File: src/rtl/div_unit_pkg.sv
// Shared types and constants for the iterative integer divider.
package div_unit_pkg;

  localparam int unsigned WIDTH = 32;

  localparam logic DIV_RES_QUO = 1'b0;
  localparam logic DIV_RES_REM = 1'b1;

  typedef enum logic [1:0] {
    IDLE = 2'd0,
    CALC = 2'd1,
    DONE = 2'd2
  } div_state_e;

endpackage

File: src/rtl/div_unit_sign_fix.sv
// Combinational sign handling: operand magnitudes on entry, result negation on exit.
module div_sign_fix #(
  parameter int unsigned WIDTH = div_unit_pkg::WIDTH
) (
  input  logic             sign_en,
  input  logic [WIDTH-1:0] dividend,
  input  logic [WIDTH-1:0] divisor,
  output logic             dvd_neg,
  output logic             dvs_neg,
  output logic [WIDTH-1:0] dvd_mag,
  output logic [WIDTH-1:0] dvs_mag,
  input  logic [WIDTH-1:0] quo_mag,
  input  logic [WIDTH-1:0] rem_mag,
  input  logic             quo_neg,
  input  logic             rem_neg,
  output logic [WIDTH-1:0] quo_res,
  output logic [WIDTH-1:0] rem_res
);

  always_comb begin
    dvd_neg = sign_en & dividend[WIDTH-1];
    dvs_neg = sign_en & divisor[WIDTH-1];
    dvd_mag = dvd_neg ? -dividend : dividend;
    dvs_mag = dvs_neg ? -divisor : divisor;
    quo_res = quo_neg ? -quo_mag : quo_mag;
    rem_res = rem_neg ? -rem_mag : rem_mag;
  end

endmodule

File: src/rtl/div_unit.sv
// Radix-2 restoring divider, one quotient bit per clock, signed/unsigned,
// returning quotient or remainder with a one-cycle done pulse.
module div_unit
  import div_unit_pkg::*;
#(
  parameter int unsigned WIDTH = div_unit_pkg::WIDTH
) (
  input  logic             clk,
  input  logic             rst,
  input  logic             ex_is_div_inst,
  input  logic             ex_div_sign,
  input  logic [WIDTH-1:0] dividend,
  input  logic [WIDTH-1:0] divisor,
  output logic             div_done,
  input  logic             ex_div_res_sel,
  output logic [WIDTH-1:0] div_res
);

  localparam int unsigned     CNT_W    = $clog2(WIDTH);
  localparam logic [CNT_W-1:0] CNT_LAST = CNT_W'(WIDTH - 1);

  div_state_e       state_q, state_d;
  logic [CNT_W-1:0] cnt_q, cnt_d;
  logic [WIDTH-1:0] rem_q, rem_d;
  logic [WIDTH-1:0] quo_q, quo_d;
  logic [WIDTH-1:0] dvs_q, dvs_d;
  logic             quo_neg_q, quo_neg_d;
  logic             rem_neg_q, rem_neg_d;
  logic             res_sel_q, res_sel_d;
  logic             div0_q, div0_d;
  logic             div_done_q, div_done_d;
  logic [WIDTH-1:0] div_res_q, div_res_d;

  logic             dvd_neg, dvs_neg;
  logic [WIDTH-1:0] dvd_mag, dvs_mag;
  logic [WIDTH-1:0] quo_res, rem_res;
  logic [WIDTH:0]   rem_sh, diff;
  logic             take;

  div_sign_fix #(
    .WIDTH(WIDTH)
  ) u_sign_fix (
    .sign_en  (ex_div_sign),
    .dividend (dividend),
    .divisor  (divisor),
    .dvd_neg  (dvd_neg),
    .dvs_neg  (dvs_neg),
    .dvd_mag  (dvd_mag),
    .dvs_mag  (dvs_mag),
    .quo_mag  (quo_q),
    .rem_mag  (rem_q),
    .quo_neg  (quo_neg_q),
    .rem_neg  (rem_neg_q),
    .quo_res  (quo_res),
    .rem_res  (rem_res)
  );

  // quo_q doubles as the dividend shift register: its MSB feeds the remainder
  // while quotient bits enter at the LSB.
  always_comb begin
    rem_sh = {rem_q, quo_q[WIDTH-1]};
    diff   = rem_sh - {1'b0, dvs_q};
    take   = rem_sh[WIDTH] | ~diff[WIDTH];
  end

  always_comb begin
    state_d    = state_q;
    cnt_d      = cnt_q;
    rem_d      = rem_q;
    quo_d      = quo_q;
    dvs_d      = dvs_q;
    quo_neg_d  = quo_neg_q;
    rem_neg_d  = rem_neg_q;
    res_sel_d  = res_sel_q;
    div0_d     = div0_q;
    div_done_d = 1'b0;
    div_res_d  = div_res_q;

    case (state_q)
      IDLE: begin
        if (ex_is_div_inst) begin
          state_d   = CALC;
          cnt_d     = '0;
          rem_d     = '0;
          quo_d     = dvd_mag;
          dvs_d     = dvs_mag;
          quo_neg_d = dvd_neg ^ dvs_neg;
          rem_neg_d = dvd_neg;
          res_sel_d = ex_div_res_sel;
          div0_d    = (divisor == '0);
        end
      end
      CALC: begin
        if (!ex_is_div_inst) begin
          state_d = IDLE;
        end else begin
          rem_d = take ? diff[WIDTH-1:0] : rem_sh[WIDTH-1:0];
          quo_d = {quo_q[WIDTH-2:0], take};
          cnt_d = cnt_q + 1'b1;
          if (cnt_q == CNT_LAST) begin
            state_d = DONE;
          end
        end
      end
      DONE: begin
        state_d    = IDLE;
        div_done_d = 1'b1;
        // Divide-by-zero quotient must bypass the sign correction.
        if (res_sel_q == DIV_RES_REM) begin
          div_res_d = rem_res;
        end else begin
          div_res_d = div0_q ? '1 : quo_res;
        end
      end
      default: state_d = IDLE;
    endcase
  end

  always_ff @(posedge clk) begin
    if (rst) begin
      state_q    <= IDLE;
      cnt_q      <= '0;
      rem_q      <= '0;
      quo_q      <= '0;
      dvs_q      <= '0;
      quo_neg_q  <= 1'b0;
      rem_neg_q  <= 1'b0;
      res_sel_q  <= 1'b0;
      div0_q     <= 1'b0;
      div_done_q <= 1'b0;
      div_res_q  <= '0;
    end else begin
      state_q    <= state_d;
      cnt_q      <= cnt_d;
      rem_q      <= rem_d;
      quo_q      <= quo_d;
      dvs_q      <= dvs_d;
      quo_neg_q  <= quo_neg_d;
      rem_neg_q  <= rem_neg_d;
      res_sel_q  <= res_sel_d;
      div0_q     <= div0_d;
      div_done_q <= div_done_d;
      div_res_q  <= div_res_d;
    end
  end

  assign div_done = div_done_q;
  assign div_res  = div_res_q;

endmodule

File: config.mk
export PLATFORM = sky130hd
export DESIGN_NAME = div_unit
export DESIGN_NICKNAME = d
export VERILOG_FILES = /design/src/rtl/div_unit_pkg.sv /design/src/rtl/div_unit_sign_fix.sv /design/src/rtl/div_unit.sv
export SDC_FILE = /design/constraint.sdc
export NUM_CORES = 1
export LEC_CHECK = 0
export CAP_MARGIN = 20
export CORE_ASPECT_RATIO = 1.5
export CORE_UTILIZATION = 45
export CTS_CLUSTER_DIAMETER = 40
export DETAILED_ROUTE_END_ITERATION = 16
export PLACE_DENSITY = 0.76
export SYNTH_ARGS = -nofsm -noshare
export SYNTH_HDL_FRONTEND = slang
export SYNTH_SLANG_ARGS = --single-unit
File: constraint.sdc
create_clock -name clk -period 5.7 [get_ports clk]
set_input_delay 1.14 -clock clk [delete_from_list [all_inputs] [get_ports clk]]
set_output_delay 1.14 -clock clk [all_outputs]
set_load 0.02 [all_outputs]
==> flow_summary_export.csv <==
group,metric,value,unit
run_status,status,"complete, no violations",
yosys,synth_seq_cells,140,
routing,vias,9627,
routing,drc_errors,0,
power,intPower,1930,uW
worst_setup_path,critPathTopFamily,"simple AND/OR/NAND/NOR gates",
clocking,clockBufferDepth,2,
grt,grt.total_usage,0.237,
cells_and_area,nNetsFinal,1455,
worst_setup_path,crit_chain,"clkdlybuf4s50_1, or3_1, nor4_1, nor3b_1, nand2_1, nor4_1, a21oi_1, xnor2_1, a211oi_1",
min_path,hold_start,"dvs_q[11]",
worst_setup_path,slowest_delay,0.54,ns
worst_setup_path,crit_start,"divisor[8]",
clocking,clock_latency,0.43,ns
grt,grt_pass1_wl,42800,um
timing,max_freq,0.263,GHz
clocking,clockRootBuffer,"clkbuf_16",
routing,ant_nets,0,
clocking,cts_tree,"built",
timing,final_hold_viol_count,0,
placed_design,place_congestion,0.901,
clocking,postCtsSetupRepairBufs,0,
worst_setup_path,crit_required,6.03,ns
placed_design,port_buffers,101,
timing,final.setup_skew,0.00711,ns
yosys,yosysWarnings,0,
clocking,clkTransAtPathRegs,0.06,ns
timing,period_needed,3.81,ns
job,drv_cap,0,
timing,maxSlewHeadroom,0.332,
die,io_pins,102,
worst_setup_path,r2r_cells,13,
min_path,hold_path_depth,2,
yosys,synth_cell_types,62,
routing,drtPass1Iterations,5,
worst_setup_path,crit_fanout,4,
die,fp.dieW,123,um
die,die_area,0.0225,sq mm
worst_setup_path,start_kind,"input pin",
worst_setup_path,cp.arrival,4.14,ns
worst_setup_path,cp_slowest_cell,"nor4_1",
yosys,yosysSeqAreaShare,0.285,
power,p_clk_frac,0.425,
routing,drt_iter0_markers,888,
grt,grt-ovfl-total,0,
clocking,cts_sinks,140,
worst_setup_path,worst_setup_path_end_kind,"flip-flop",
cells_and_area,layout.cells.non_filler,1628,
yosys,synthFlopType,"dfxtp_1",
timing,rsz0062_at_grt,"false",
yosys,synth.avg_cell_area,7.62,sq um
timing,finalMaxSlewViolations,0,
routing,wl,26400,um
power,powerDensity,232,mW/mm^2
cells_and_area,fin_util,0.548,
yosys,syn_nets,1399,
cells_and_area,layout-drive-gt1-share,0.0485,
timing,worst_hold_slack,0.452,ns
yosys,synth_edf_count,0,
yosys,syn-cell-area,0.00984,sq mm
timing,worst_pin_slew,1.00,ns
die,die_y,183,um
placed_design,place_inst,1595,
grt,antenna_found_initial,0,
power,power_frac_seq,0.391,
timing,fin_crit_sh,0.668,
worst_setup_path,critPathKind,"in -> reg",
grt,grt_max_degree,89,
clocking,cts_buffers,17,
worst_setup_path,r2r_start,"quo_q[31]",
worst_setup_path,path_buf_inv,1,
worst_setup_path,worst-path-stages,9,
worst_setup_path,crit_path_frequent_cell,"nor4_1",
clocking,ctsResizeCount,0,
die,core-area,0.0212,sq mm
power,switchingPower,766,uW
die,initial_core_util,0.463,
grt,grt_pass1_vias,8796,
min_path,worstHoldPathType,"reg -> reg",
die,rows,65,
power,ir_worst_vdd,0.218,mV
routing,routedWlPerCell,16.2,um
clocking,holdBufCountCts,0,
clocking,htree_levels,4,
yosys,synth-async-reset-ratio,0,
placed_design,dp.final_hpwl,19200,um
power,leakage,0.00453,uW
power,swShare,0.285,
cells_and_area,antenna_cells,0,
routing,viasPerCell,5.91,
cells_and_area,area_delta_synth_final,18.2,%
power,share_comb_of_total_power,0.184,
timing,finalSetupViolations,0,
yosys,syn_inst,1291,
timing,setup_tns,0,ns
-- power by group through the flow --
stage / Sequential [uW] / Combinational [uW] / Clock (uW)
4_1_cts: 1050 / 489 / 1150
3_5_place_dp: 1070 / 484 / 0
6_report: 1050 / 496 / 1140
5_1_grt: 1060 / 547 / 1190
3_3_place_gp: 1070 / 478 / 0
2_1_floorplan: 1060 / 351 / 0
-- layout make-up --
type | instances | area [sq um]
tap | 268 | 335
fill | 1953 | 9600
timing repair buffer | 116 | 1140
clock inverter | 13 | 168
multi-input combinational | 997 | 6460
sequential | 140 | 2800
inverter | 75 | 282
clock buffer | 19 | 443
-- layer usage --
metal / part of all wire / vias to the layer above / GRT usage / wire (um)
li1: - / 4806 / - / -
met1: 0.44 / 4443 / 0.297 / 11500
met2: 0.50 / 324 / 0.406 / 13100
met3: 0.042 / 54 / 0.0271 / 1110
met4: 0.026 / 0 / 0.0961 / 684
met5: 0 / - / 0 / 0
-- placed cells by master (no fill, tap or decap), drive strengths merged, types with 6 or more instances in the layout --
master | netlist | final
nor2 | 149 | 149
dfxtp | 140 | 140
a21oi | 134 | 134
clkdlybuf4s50 | 0 | 100
nand2 | 94 | 94
o21ai | 85 | 85
inv | 75 | 76
xor2 | 74 | 74
xnor2 | 69 | 69
a221oi | 54 | 54
ha | 38 | 38
a211oi | 34 | 34
a21o | 30 | 30
o31ai | 29 | 29
nor3 | 21 | 21
nand3 | 20 | 20
or3 | 19 | 19
clkbuf | 72 | 19
buf | 7 | 16
o41ai | 13 | 13
a32oi | 12 | 12
or4 | 12 | 12
nor4 | 10 | 10
nand4 | 10 | 10
nand2b | 10 | 10
and3 | 7 | 7
mux2i | 7 | 7
o211ai | 6 | 6
-- worst reg2reg max path: cells and delay by family (launching register included) --
family / cells / cell delay (ns)
flops: 1 / 0.43
simple gates: 4 / 0.63
buf+inv: 2 / 0.47
compound gates: 5 / 1.02
fa+ha+maj: 2 / 0.67
-- cell usage after synthesis, types with 26 or more instances --
master    count  area (sq um)
o31ai_1      26           195
a21o_1       30           225
dfxtp_1     140          2800
clkbuf_1     72           270
a211oi_1     34           255
xnor2_1      69           604
ha_1         38           475
a221oi_1     53           464
xor2_1       74           648
nor2_1      147           552
nand2_1      93           349
inv_1        75           282
o21ai_0      85           425
a21oi_1     134           671
-- state kept, by name (all words and copies together) (netlist names) --
signal and count:
div_res 32, div0_q 1, dvs_q 32, state_q 2, cnt_q 5, rem_neg_q 1
quo_neg_q 1, rem_q 32, res_sel_q 1, div_done 1, quo_q 32
-- final timing paths --
| check | endpoint | slack, ns |
|---|---|---|
| worst max-delay path | dvs_q[29] | 1.89 |
| worst max register to register | quo_q[0] | 2.40 |
| worst min register to register | dvs_q[11] | 0.45 |
| worst min-delay path | dvs_q[11] | 0.45 |
-- logic make-up (layout without fill, tap and decap cells) --
kind of cell | after synthesis | in the layout | synth area share
compound gates | 435 | 435 | 0.294
fa+ha+maj | 39 | 39 | 0.0504
buf+inv | 154 | 223 | 0.0598
mux | 7 | 7 | 0.00712
simple gates | 373 | 373 | 0.176
flops | 140 | 140 | 0.285
xor+xnor | 143 | 143 | 0.127
-- per-stage QoR --
step / power [uW] / area, sq um / setup slack [ns]
5_1_grt: 2800 / 11600 / 1.61
2_1_floorplan: 1410 / 9840 / 2.45
4_1_cts: 2690 / 11600 / 1.89
3_3_place_gp: 1550 / 11000 / 1.59
6_report: 2690 / 11600 / 1.89
3_5_place_dp: 1560 / 11000 / 1.47
Note: power is estimated with default switching activity, not from simulation.
